===== src/rtl/spi_slave_mmio_if.sv =====
// spi_slave_mmio_if: dmem-style register bus between the CPU and the SPI slave.
// The master side drives the strobes, the slave side returns rdata.
interface spi_slave_mmio_if;
  logic        sel;
  logic        we;
  logic        re;
  logic [1:0]  addr;
  logic [31:0] wdata;
  logic [31:0] rdata;

  modport master (
    output sel, we, re, addr, wdata,
    input  rdata
  );

  modport slave (
    input  sel, we, re, addr, wdata,
    output rdata
  );
endinterface


===== src/rtl/spi_slave_mmio.sv =====
// spi_slave_mmio: oversampled any-mode SPI slave with RX FIFO and TX/RX/STATUS regs.
// Define SPI_IRQ_EN to build the registered RX-not-empty interrupt; otherwise irq=0.
module spi_slave_mmio #(
  parameter int WORD_W = 32,
  parameter int DEPTH  = 4,
  parameter bit CPOL   = 1'b0,
  parameter bit CPHA   = 1'b0
) (
  input  logic            clk,
  input  logic            reset_n,
  spi_slave_mmio_if.slave bus,
  input  logic            spi_sclk,
  input  logic            spi_cs_n,
  input  logic            spi_mosi,
  output logic            spi_miso,
  output logic            spi_miso_oe,
  output logic            irq
);
  localparam int AW = $clog2(DEPTH);
  localparam logic [AW:0] FULL = (AW+1)'(DEPTH);
  localparam logic [5:0] LAST = 6'(WORD_W - 1);

  localparam logic [1:0] S_IDLE  = 2'd0;
  localparam logic [1:0] S_LOAD  = 2'd1;
  localparam logic [1:0] S_SHIFT = 2'd2;

  logic [2:0]        r_sclk_s;
  logic [2:0]        r_cs_s;
  logic [1:0]        r_mosi_s;
  logic [1:0]        r_state;
  logic [5:0]        r_bit_cnt;
  logic [WORD_W-1:0] r_shift_in;
  logic [WORD_W-1:0] r_shift_out;
  logic [WORD_W-1:0] r_tx_reg;
  logic              r_tx_pending;
  logic              r_rx_ovf;
  logic              r_tx_unf;
  logic [WORD_W-1:0] r_mem [DEPTH];
  logic [AW-1:0]     r_wp;
  logic [AW-1:0]     r_rp;
  logic [AW:0]       r_cnt;

  logic              w_edge, w_lead, w_trail;
  logic              w_sample, w_shift;
  logic              w_cs_fall, w_cs_rise;
  logic              w_push, w_push_ok, w_pop, w_load, w_wr;
  logic [WORD_W-1:0] w_rx_word;
  logic [AW:0]       w_cnt_nxt;
  logic              w_unused;

  assign w_edge    = r_sclk_s[1] ^ r_sclk_s[2];
  assign w_lead    = w_edge & (r_sclk_s[1] != CPOL);
  assign w_trail   = w_edge & (r_sclk_s[1] == CPOL);
  assign w_sample  = CPHA ? w_trail : w_lead;
  assign w_shift   = CPHA ? w_lead : w_trail;
  assign w_cs_fall = r_cs_s[2] & ~r_cs_s[1];
  assign w_cs_rise = ~r_cs_s[2] & r_cs_s[1];
  assign w_rx_word = {r_shift_in[WORD_W-2:0], r_mosi_s[1]};

  assign w_push    = (r_state == S_SHIFT) & w_sample & (r_bit_cnt == LAST);
  assign w_pop     = bus.sel & bus.re & (bus.addr == 2'd1) & (r_cnt != '0);
  assign w_push_ok = w_push & ((r_cnt != FULL) | w_pop);
  assign w_load    = (r_state == S_LOAD) & ~w_cs_rise;
  assign w_wr      = bus.sel & bus.we;
  assign w_unused  = ^bus.wdata;

  assign spi_miso_oe = (r_state != S_IDLE);
  assign spi_miso    = spi_miso_oe & r_shift_out[WORD_W-1];

  always_comb begin
    w_cnt_nxt = r_cnt;
    if (w_push_ok && !w_pop)
      w_cnt_nxt = r_cnt + (AW+1)'(1);
    else if (!w_push_ok && w_pop)
      w_cnt_nxt = r_cnt - (AW+1)'(1);
  end

  always_comb begin
    bus.rdata = '0;
    case (bus.addr)
      2'd0: bus.rdata = 32'(r_tx_reg);
      2'd1: if (r_cnt != '0) bus.rdata = 32'(r_mem[r_rp]);
      2'd2: bus.rdata = {21'd0, r_tx_unf, r_rx_ovf,
                         r_tx_pending, 8'(r_cnt)};
      default: bus.rdata = '0;
    endcase
  end

  // cs sync resets to "asserted" so a CE held low across reset never frames
  always_ff @(posedge clk or negedge reset_n) begin
    if (!reset_n) begin
      r_sclk_s <= {3{CPOL}};
      r_cs_s   <= '0;
      r_mosi_s <= '0;
    end else begin
      r_sclk_s <= {r_sclk_s[1:0], spi_sclk};
      r_cs_s   <= {r_cs_s[1:0], spi_cs_n};
      r_mosi_s <= {r_mosi_s[0], spi_mosi};
    end
  end

  always_ff @(posedge clk or negedge reset_n) begin
    if (!reset_n) begin
      r_state     <= S_IDLE;
      r_bit_cnt   <= '0;
      r_shift_in  <= '0;
      r_shift_out <= '0;
    end else if (w_cs_rise) begin
      r_state   <= S_IDLE;
      r_bit_cnt <= '0;
    end else begin
      unique case (r_state)
        S_IDLE: begin
          r_bit_cnt <= '0;
          if (w_cs_fall) r_state <= S_LOAD;
        end
        S_LOAD: begin
          r_shift_out <= r_tx_pending ? r_tx_reg : '0;
          r_state     <= S_SHIFT;
        end
        S_SHIFT: begin
          if (w_sample) begin
            r_shift_in <= w_rx_word;
            if (r_bit_cnt == LAST) begin
              r_bit_cnt <= '0;
              r_state   <= S_LOAD;
            end else begin
              r_bit_cnt <= r_bit_cnt + 6'd1;
            end
          end
          // bit_cnt==0 marks the edge that presents the MSB, not a shift
          if (w_shift && r_bit_cnt != '0)
            r_shift_out <= {r_shift_out[WORD_W-2:0], 1'b0};
        end
        default: r_state <= S_IDLE;
      endcase
    end
  end

  always_ff @(posedge clk or negedge reset_n) begin
    if (!reset_n) begin
      r_tx_reg     <= '0;
      r_tx_pending <= 1'b0;
      r_rx_ovf     <= 1'b0;
      r_tx_unf     <= 1'b0;
    end else begin
      if (w_load) begin
        r_tx_pending <= 1'b0;
        if (!r_tx_pending) r_tx_unf <= 1'b1;
      end
      if (w_push && !w_push_ok) r_rx_ovf <= 1'b1;
      if (w_wr) begin
        case (bus.addr)
          2'd0: begin
            r_tx_reg     <= bus.wdata[WORD_W-1:0];
            r_tx_pending <= 1'b1;
          end
          2'd2: begin
            if (bus.wdata[9])  r_rx_ovf <= 1'b0;
            if (bus.wdata[10]) r_tx_unf <= 1'b0;
          end
          default: ;
        endcase
      end
    end
  end

  always_ff @(posedge clk) begin
    if (w_push_ok) r_mem[r_wp] <= w_rx_word;
  end

  always_ff @(posedge clk or negedge reset_n) begin
    if (!reset_n) begin
      r_wp  <= '0;
      r_rp  <= '0;
      r_cnt <= '0;
    end else begin
      if (w_push_ok) r_wp <= r_wp + AW'(1);
      if (w_pop)     r_rp <= r_rp + AW'(1);
      r_cnt <= w_cnt_nxt;
    end
  end

`ifdef SPI_IRQ_EN
  logic r_irq;
  always_ff @(posedge clk or negedge reset_n) begin
    if (!reset_n) r_irq <= 1'b0;
    else          r_irq <= (w_cnt_nxt != '0);
  end
  assign irq = r_irq;
`else
  assign irq = 1'b0;
`endif
endmodule


===== src/flat_wrapper.sv =====
// flat-port wrapper written by rule: the top's interface ports become plain ports
module spi_slave_mmio_flat 
#(
  parameter int WORD_W = 32,
  parameter int DEPTH  = 4,
  parameter bit CPOL   = 1'b0,
  parameter bit CPHA   = 1'b0
)
  (clk, reset_n, spi_sclk, spi_cs_n, spi_mosi, spi_miso, spi_miso_oe, irq, bus_sel, bus_we, bus_re, bus_addr, bus_wdata, bus_rdata);
  spi_slave_mmio_if bus_i ();
  input  logic clk;
  input  logic reset_n;
  input  logic spi_sclk;
  input  logic spi_cs_n;
  input  logic spi_mosi;
  output logic spi_miso;
  output logic spi_miso_oe;
  output logic irq;
  input wire logic [$bits(bus_i.sel)-1:0] bus_sel;
  input wire logic [$bits(bus_i.we)-1:0] bus_we;
  input wire logic [$bits(bus_i.re)-1:0] bus_re;
  input wire logic [$bits(bus_i.addr)-1:0] bus_addr;
  input wire logic [$bits(bus_i.wdata)-1:0] bus_wdata;
  output wire logic [$bits(bus_i.rdata)-1:0] bus_rdata;
  assign bus_i.sel = bus_sel;
  assign bus_i.we = bus_we;
  assign bus_i.re = bus_re;
  assign bus_i.addr = bus_addr;
  assign bus_i.wdata = bus_wdata;
  assign bus_rdata = bus_i.rdata;
  spi_slave_mmio #(.WORD_W(WORD_W), .DEPTH(DEPTH), .CPOL(CPOL), .CPHA(CPHA)) u_core (.clk(clk), .reset_n(reset_n), .bus(bus_i), .spi_sclk(spi_sclk), .spi_cs_n(spi_cs_n), .spi_mosi(spi_mosi), .spi_miso(spi_miso), .spi_miso_oe(spi_miso_oe), .irq(irq));
endmodule

===== config.mk =====
export PLATFORM = sky130hd
export DESIGN_NAME = spi_slave_mmio_flat
export DESIGN_NICKNAME = d
export VERILOG_FILES = /design/src/rtl/spi_slave_mmio_if.sv /design/src/rtl/spi_slave_mmio.sv /design/src/flat_wrapper.sv
export SDC_FILE = /design/constraint.sdc
export NUM_CORES = 1
export LEC_CHECK = 0
export CAP_MARGIN = 25
export CORE_UTILIZATION = 45
export CTS_CLUSTER_SIZE = 25
export DETAILED_ROUTE_END_ITERATION = 16
export PLACE_DENSITY = 0.75
export RECOVER_POWER = 25
export SETUP_SLACK_MARGIN = 0.2
export SLEW_MARGIN = 25
export SYNTH_ARGS = -nofsm -noshare
export SYNTH_HDL_FRONTEND = slang
export SYNTH_SLANG_ARGS = --single-unit

===== constraint.sdc =====
create_clock -name clk -period 3.3 [get_ports clk]
set_input_delay 0.495 -clock clk [delete_from_list [all_inputs] [get_ports clk]]
set_output_delay 0.495 -clock clk [all_outputs]
set_load 0.05 [all_outputs]

==> impl_metrics.ini, run 1 <==
[sta]
max-slew-margin-rel = 0.390
setup_violations = 0
whs_ns = 0.348
fin_crit_ns = 2.91
clock_skew_ns = 0.0153
slew_viol_final = 0
fmax_mhz = 344
fin_crit_sh = 0.881
tightest_slew_ns = 0.913
finalHoldViolCount = 0
rsz0062_at_grt = false
finalSetupTns_ns = 0

[critical_path]
cp-end-kind = output port
required_ns = 2.80
arrival_ns = 2.41
slowest_stage = dfrtp_2
cp-start-kind = register
slowest_delay_ns = 0.60
r2r_start = u_core.r_state[0]
critical_path_class = register to output port
crit_chain = buf_12 -> mux4_2 -> a22o_1 -> buf_12
crit_start = u_core.r_rp[0]
crit_top_cell = buf_12
critPathMaxFanout = 24
crit_end = bus_rdata[21]
ff2ff_path_depth = 10
r2r_slack_ns = 0.83
r2r-end = u_core.r_cnt[2]

[clock_network]
cts_root_buffer = clkbuf_16
cts_sinks = 249
clk_latency_ns = 0.53
cts_hold_buf = 1
post_cts_buffers = 0
htreeDepth = 1
cts_tree = built
cts_made_buffers = 26
cts_buffer_depth = 3
clkSlewWorstSetupHoldPaths_ns = 0.06
ctsResizeCount = 0

[flow_run]
drv_cap = 0

[drt]
drt-pass1-iter-count = 4
route.detailed.drc = 0
ant_nets = 0
drt-total-wl_um = 21100
avgRoutedWirePerCell_um = 20.5
avgViaCountPerCell = 5.61
vias = 5770
drt_iter0_markers = 414

[logic_synthesis]
synth-seq-cells = 249
syn_nets = 694
netlist.area_leader.share = 0.370
synth-edff-count = 128
syn_inst = 640
syn_avg_cell_area_um2 = 16.2
synth_flop_cell = edfxtp_1
async_reset_ff_frac = 0.486
syn_area_mm2 = 0.0104
ys_warn_count = 0
seq_area_frac_synth = 0.661
yosysUniqueCellTypes = 54
synth_area_leaders = edfxtp_1, dfrtp_1, mux2_2, mux4_2, a22o_1
synth_largest_area_cell = edfxtp_1

[final_layout]
fin_nets = 777
diodes = 0
final_util = 0.556
multi_input_area_mm2 = 0.00324
fillers = 1682
largest_reg_flops = 128
seq_area_mm2 = 0.00687
drive_gt1_frac = 0.268
area_delta_synth_final_pct = 21.0

[power]
total_power_mw = 9.16
p_per_area_mw_per_mm2 = 728
p_sw_frac = 0.301
combPwrFrac = 0.262
peakVddDrop_mv = 0.356
p_seq_frac = 0.433
leakagePower_nw = 4.94
intPower_mw = 6.40
switchingPower_mw = 2.76
pwr-share-clk = 0.305

[place]
place.gp.congestion = 0.866
io_buffers = 75
dpl.hpwl_um = 13500

[floorplan]
start_util = 0.459
io_pins = 77
num_rows = 55
core-area_mm2 = 0.0226
die-height_um = 154
die_area_mm2 = 0.0237
die_w_um = 154

[global_route]
grt_use_total = 0.185
grt_pass1_wl_um = 34000
gr-total-overflow = 0
grt_max_degree = 82
grt_pass1_vias = 6041
antenna_found_initial = 0

[outcome]
outcome = completed

[min_path]
hp-class = register to register
==> layout by cell type (no fill, tap or decap), drive strengths merged, types with 6 or more instances in the layout <==
cell type	n
nand2	60
inv	13
clkdlybuf4s50	39
ha	11
nand3	7
nor2	7
mux4	32
clkbuf	35
buf	50
mux2	96
and2	6
dfrtp	121
a22o	38
mux2i	6
clkinv	8
edfxtp	128
o21ai	33
==> critical path, delay by kind of cell (launching register included) <==
family          cells  cell delay, ns
flops               1            0.60
mux                 1            0.59
buf+inv             2            0.45
compound gates      1            0.24
==> layout make-up <==
type,instances,share of cell area
well taps,285,0.0283
flip-flops and latches,249,0.546
multi-input cells,341,0.258
clock inverters,13,0.0102
repair buffers,93,0.0988
inverters,12,0.00358
clock buffers,35,0.0552
==> per-layer routing <==
layer	global-route usage	part of all wire
met2	0.310	0.50
met3	0.0302	0.048
met4	0.0586	0.024
met5	0	0
met1	0.246	0.43
==> power groups by stage <==
stage               logic (mW)  clock network [mW]  registers (mW)
finish                    2.40                2.80            3.97
global route              2.58                2.97            4.01
CTS                       2.43                2.85            3.96
detailed placement        2.42                   0            4.02
global placement          2.36                   0            3.99
floorplan                 1.75                   0            3.84
==> cells in the mapped netlist (7+ instances only) <==
| cell type | n |
|---|---|
| clkbuf_1 | 15 |
| mux2_1 | 29 |
| buf_6 | 8 |
| a22o_1 | 38 |
| inv_1 | 12 |
| mux2_2 | 66 |
| edfxtp_1 | 128 |
| nand2_1 | 60 |
| mux4_2 | 32 |
| o21ai_0 | 32 |
| ha_1 | 11 |
| buf_4 | 9 |
| nand3_1 | 7 |
| dfrtp_1 | 121 |
==> stage by stage <==
step / worst slack (ns) / instances / cell area [um^2]
after floorplan: 0.779 / 640 / 10400
after global placement: 0.603 / 979 / 11700
after detailed placement: 0.538 / 979 / 11700
after CTS: 0.327 / 1028 / 12600
after global routing: 0.277 / 1028 / 12600
final: 0.393 / 1028 / 12600
==> worst min-delay path by stage <==
stage	startpoint	endpoint	slack [ns]	cells past startpoint
4_1_cts	u_core.r_sclk_s[0]	u_core.r_sclk_s[1]	0.35	0
3_3_place_gp	u_core.r_sclk_s[0]	u_core.r_sclk_s[1]	0.34	0
3_5_place_dp	u_core.r_sclk_s[0]	u_core.r_sclk_s[1]	0.34	0
5_1_grt	u_core.r_sclk_s[0]	u_core.r_sclk_s[1]	0.35	0
2_1_floorplan	reset_n	u_core.r_bit_cnt[0]	0.20	0
6_report	u_core.r_sclk_s[0]	u_core.r_sclk_s[1]	0.35	0
==> cells by family (layout without fill, tap and decap cells) <==
logic type,Yosys count,in the layout,share of synthesized area
buffers and inverters,50,153,0.0277
AO/OA/AOI/OAI,87,87,0.0619
flip-flops,249,249,0.661
AND/OR/NAND/NOR,101,101,0.0496
multiplexers,134,134,0.179
XOR/XNOR,6,6,0.00505
other,1,1,0.000361
adder cells (fa/ha/maj),12,12,0.0152
Power figures use the tool's default switching activity.
==> inputs of run 2 (changes only) <==
--- a/config.mk
+++ b/config.mk
@@ -6,10 +6,12 @@
 export NUM_CORES = 1
 export LEC_CHECK = 0
 export CAP_MARGIN = 25
-export CORE_UTILIZATION = 45
+export CELL_PAD_IN_SITES_DETAIL_PLACEMENT = 1
+export CELL_PAD_IN_SITES_GLOBAL_PLACEMENT = 2
+export CORE_UTILIZATION = 43
 export CTS_CLUSTER_SIZE = 25
 export DETAILED_ROUTE_END_ITERATION = 16
-export PLACE_DENSITY = 0.75
+export PLACE_DENSITY = 0.9
 export RECOVER_POWER = 25
 export SETUP_SLACK_MARGIN = 0.2
 export SLEW_MARGIN = 25
==> impl_metrics.ini, run 2 (synthesized netlist as in run 1, its figures left out) <==
[outcome]
outcome = completed

[final_layout]
mostFrequentLayoutCell = edfxtp_1
area_delta_synth_final_pct = 20.8
fin_nets = 776
final_util = 0.532
fillers = 2212
diodes = 0
final_cells = 1059
largest_reg_flops = 128
drive_gt1_frac = 0.264
final_cell_mix = edfxtp_1, dfrtp_1, mux2_2

[power]
p_per_area_mw_per_mm2 = 726
peakVddDrop_mv = 0.335
leakagePower_nw = 4.92

[critical_path]
arrival_ns = 2.37
critPathMaxFanout = 27
cp.buffers_inverters = 2
required_ns = 2.80
slowest_stage = dfrtp_1
r2r_slack_ns = 0.88
crit_end = bus_rdata[17]
crit_family = buffers and inverters
ff2ff_path_depth = 10
r2r_start = u_core.r_state[0]
cp.depth = 4
r2r-end = u_core.r_cnt[2]
crit_start = u_core.r_rp[1]
cp-end-kind = output port
critical_path_class = register to output port
slowest_delay_ns = 0.54
crit_chain = buf_4 -> mux4_2 -> a22o_1 -> buf_12
cp-start-kind = register

[sta]
fin_crit_ns = 2.87
finalSetupTns_ns = 0
clock_skew_ns = 0.0100
max-slew-margin-rel = 0.0697
fin_crit_sh = 0.869
setup_slack_ns = 0.431
tightest_slew_ns = 1.40
fmax_mhz = 349
slew_viol_final = 0
setup_violations = 0
rsz0062_at_grt = false
finalHoldViolCount = 0

[drt]
drt-total-wl_um = 23900
ant_nets = 0
avgRoutedWirePerCell_um = 22.6
avgViaCountPerCell = 5.44
vias = 5766
drt-pass1-iter-count = 4
drt_iter0_markers = 263
route.detailed.drc = 0

[clock_network]
cts_tree = built
cts_hold_buf = 0
clkSlewWorstSetupHoldPaths_ns = 0.06
cts_buffer_depth = 3
cts_sinks = 249
clk_latency_ns = 0.52
post_cts_buffers = 0
cts_made_buffers = 25
cts_root_buffer = clkbuf_16
ctsResizeCount = 0
htreeDepth = 1

[min_path]
hp-class = input port to async pin

[global_route]
grt_pass1_wl_um = 37800
grt_use_total = 0.204
antenna_found_initial = 0
gr-total-overflow = 0
grt_pass1_vias = 6434
grt_max_degree = 75

[floorplan]
core-area_mm2 = 0.0236
die_area_mm2 = 0.0248
io_pins = 77
die-height_um = 158
start_util = 0.440
die_w_um = 158
num_rows = 56

[place]
place_ws_ns = 0.501
dp.cells = 1014
io_buffers = 75
dpl.hpwl_um = 15800
place.gp.congestion = 0.897

[flow_run]
drv_cap = 0
-- run 2: cell count changes in the layout (fill, tap and decap cells not counted), sizes merged --
cell / previous run / this run
dlygate4sd3: 4 / 3
clkinv: 8 / 10
clkbuf: 35 / 34
clkinvlp: 2 / 0
inv: 13 / 12
-- run 2: per-stage QoR --
step | total power [mW] | instance area (um^2) | hold WS [ns]
2_1_floorplan | 5.60 | 10400 | 0.199
3_3_place_gp | 6.36 | 11800 | 0.336
3_5_place_dp | 6.48 | 11800 | 0.336
5_1_grt | 9.49 | 12600 | 0.366
4_1_cts | 9.21 | 12600 | 0.0417
6_report | 9.12 | 12600 | 0.300
-- run 2: how the worst min path moves through the flow --
stage          cells past startpoint  slack [ns]          startpoint                    end
2_1_floorplan                      0        0.20             reset_n    u_core.r_bit_cnt[0]
3_3_place_gp                       0        0.34  u_core.r_mosi_s[0]     u_core.r_mosi_s[1]
3_5_place_dp                       0        0.34    u_core.r_cs_s[0]       u_core.r_cs_s[1]
4_1_cts                            1        0.04             reset_n  u_core.r_shift_in[12]
5_1_grt                            0        0.37  u_core.r_mosi_s[0]     u_core.r_mosi_s[1]
6_report                           1        0.30             reset_n  u_core.r_shift_in[14]
-- run 2: final cells by class --
cell class,count,area [um^2],share of cell area
Clock buffer,33,676,0.0538
Clock inverter,12,98.8,0.00787
Inverter,12,45.0,0.00359
Multi-Input combinational cell,341,3240,0.258
Sequential cell,249,6870,0.547
Tap cell,319,399,0.0318
Timing Repair Buffer,93,1230,0.0976
-- run 2: worst reg2reg max path, delay by kind of cell, from the launching register on --
kind          cells  cell delay [ns]
fa+ha+maj         3             0.94
simple gates      3             0.42
flops             1             0.42
xor+xnor          2             0.34
buf+inv           2             0.20
-- run 2: layer usage --
| layer | vias up | global-route usage | wire length, um |
|---|---|---|---|
| li1 | 2578 | - | - |
| met1 | 3041 | 0.262 | 9990 |
| met2 | 108 | 0.358 | 12500 |
| met3 | 39 | 0.0300 | 867 |
| met4 | 0 | 0.0587 | 549 |
| met5 | - | 0 | 0 |
-- run 2: power breakdown --
group / internal, mW / switching [mW]
registers: 3.62 / 0.357
clock network: 1.58 / 1.13
logic: 1.14 / 1.29
total: 6.34 / 2.78
==> inputs of run 3 (changes only) <==
--- a/config.mk
+++ b/config.mk
@@ -8,13 +8,13 @@
 export CAP_MARGIN = 25
 export CELL_PAD_IN_SITES_DETAIL_PLACEMENT = 1
 export CELL_PAD_IN_SITES_GLOBAL_PLACEMENT = 2
-export CORE_UTILIZATION = 43
-export CTS_CLUSTER_SIZE = 25
+export CORE_UTILIZATION = 45
+export CTS_CLUSTER_SIZE = 12
 export DETAILED_ROUTE_END_ITERATION = 16
-export PLACE_DENSITY = 0.9
+export PLACE_DENSITY = 0.93
 export RECOVER_POWER = 25
 export SETUP_SLACK_MARGIN = 0.2
-export SLEW_MARGIN = 25
+export SLEW_MARGIN = 20
 export SYNTH_ARGS = -nofsm -noshare
 export SYNTH_HDL_FRONTEND = slang
 export SYNTH_SLANG_ARGS = --single-unit
==> constraint.sdc (replaced) <==
create_clock -name clk -period 3.55 [get_ports clk]
set_input_delay 0.5325 -clock clk [delete_from_list [all_inputs] [get_ports clk]]
set_output_delay 0.5325 -clock clk [all_outputs]
set_load 0.05 [all_outputs]
==> impl_metrics.ini, run 3 (synthesized netlist as in run 1, its figures left out) <==
[critical_path]
ff2ff_path_depth = 9
cp-end-kind = output port
r2r_start = u_core.r_bit_cnt[5]
crit_end = bus_rdata[0]
critical_path_class = input port to output port
arrival_ns = 2.57
r2r_slack_ns = 0.97
r2r-end = u_core.r_cnt[2]
critPathMaxFanout = 32
cp-start-kind = input port
crit_start = bus_addr[0]
required_ns = 3.02

[power]
switchingPower_mw = 2.64
p_per_area_mw_per_mm2 = 687
p_seq_frac = 0.427
pwr-share-clk = 0.309
combPwrFrac = 0.264
p_sw_frac = 0.306
leakagePower_nw = 4.93
peakVddDrop_mv = 0.358
intPower_mw = 5.99

[final_layout]
final_util = 0.554
mostFrequentLayoutCell = edfxtp_1
postLayoutCellArea_mm2 = 0.0126
largest_reg_flops = 128
final_cells = 1025
fin_nets = 774
final_cell_mix = edfxtp_1, dfrtp_1, mux2_2
area_delta_synth_final_pct = 20.7
drive_gt1_frac = 0.265

[global_route]
gr-total-overflow = 0
grt_pass1_wl_um = 38800
grt_use_total = 0.215
grt_pass1_vias = 6546
grt_max_degree = 75
antenna_found_initial = 1

[flow_run]
drv_cap = 1

[floorplan]
core-area_mm2 = 0.0226
io_pins = 77
die_area_mm2 = 0.0237
die-height_um = 154
num_rows = 55
die_w_um = 154
start_util = 0.459

[clock_network]
htreeDepth = 1
cts_hold_buf = 0
post_cts_buffers = 0
cts_sinks = 249
cts_tree = built
clk_latency_ns = 0.54
cts_made_buffers = 27
clkSlewWorstSetupHoldPaths_ns = 0.06
cts_root_buffer = clkbuf_16
cts_buffer_depth = 3
ctsResizeCount = 0

[outcome]
violations = max-capacitance violations, max-slew violations
outcome = finished with violations

[place]
post_dp_cell_area_mm2 = 0.0117
io_buffers = 75
dpl.hpwl_um = 15500
dp.cells = 976
place.gp.congestion = 0.870

[sta]
finalSetupTns_ns = 0
setup_violations = 0
slew_viol_final = 48
fin_crit_sh = 0.875
max-slew-margin-rel = -0.915
fmax_mhz = 322
tightest_slew_ns = 2.87
finalHoldViolCount = 0
rsz0062_at_grt = false
fin_crit_ns = 3.11
clock_skew_ns = 0.0185

[drt]
vias = 5839
avgRoutedWirePerCell_um = 24.1
drt_iter0_markers = 313
drt-total-wl_um = 24700
drt-pass1-iter-count = 4
ant_nets = 0
avgViaCountPerCell = 5.70
route.detailed.drc = 0

[min_path]
hp-class = register to register
[run 3: power groups by stage]
stage | registers (mW) | clock network (mW) | logic (mW)
after floorplan | 3.57 | 0 | 1.63
after global placement | 3.69 | 0 | 2.20
after detailed placement | 3.72 | 0 | 2.28
after CTS | 3.68 | 2.71 | 2.31
after global routing | 3.72 | 2.81 | 2.44
final | 3.68 | 2.66 | 2.28
[run 3: layout make-up]
| class | count | area (um^2) |
|---|---|---|
| fillers | 2068 | 10100 |
| flip-flops and latches | 249 | 6870 |
| multi-input cells | 341 | 3240 |
| repair buffers | 89 | 1190 |
| clock buffers | 43 | 776 |
| well taps | 285 | 357 |
| clock inverters | 5 | 65.1 |
| inverters | 12 | 45.0 |
| diodes | 1 | 2.50 |
[run 3: worst min path at each step]
stage                       start                    end  slack (ns)  depth (start not counted)
2_1_floorplan             reset_n    u_core.r_bit_cnt[0]        0.24                          0
3_3_place_gp   u_core.r_mosi_s[0]     u_core.r_mosi_s[1]        0.33                          0
3_5_place_dp   u_core.r_mosi_s[0]     u_core.r_mosi_s[1]        0.34                          0
4_1_cts                   reset_n  u_core.r_shift_in[16]        0.05                          1
5_1_grt        u_core.r_mosi_s[0]     u_core.r_mosi_s[1]        0.36                          0
6_report       u_core.r_mosi_s[0]     u_core.r_mosi_s[1]        0.35                          0
[run 3: stage by stage]
stage,worst slack (ns),hold WS [ns],total power [mW]
floorplan,0.991,0.237,5.20
global placement,0.467,0.333,5.89
detailed placement,0.339,0.336,6.00
CTS,0.454,0.0486,8.70
global route,0.282,0.363,8.97
finish,0.443,0.348,8.62
[run 3: metal layers]
| layer | wire [um] | up-vias | GRT usage |
|---|---|---|---|
| met3 | 883 | 65 | 0.0307 |
| met4 | 1020 | 0 | 0.0905 |
| met5 | 0 | - | 0 |
| met1 | 10200 | 3050 | 0.275 |
| li1 | - | 2576 | - |
| met2 | 12700 | 148 | 0.370 |
[run 3: worst max-delay path: stages]
cell and delay [ns]:
clkdlybuf4s50_1 0.70, nor2b_4 0.26, o31a_2 0.19, buf_4 0.34, nand2_1 0.11, o21ai_0 0.23
buf_12 0.21
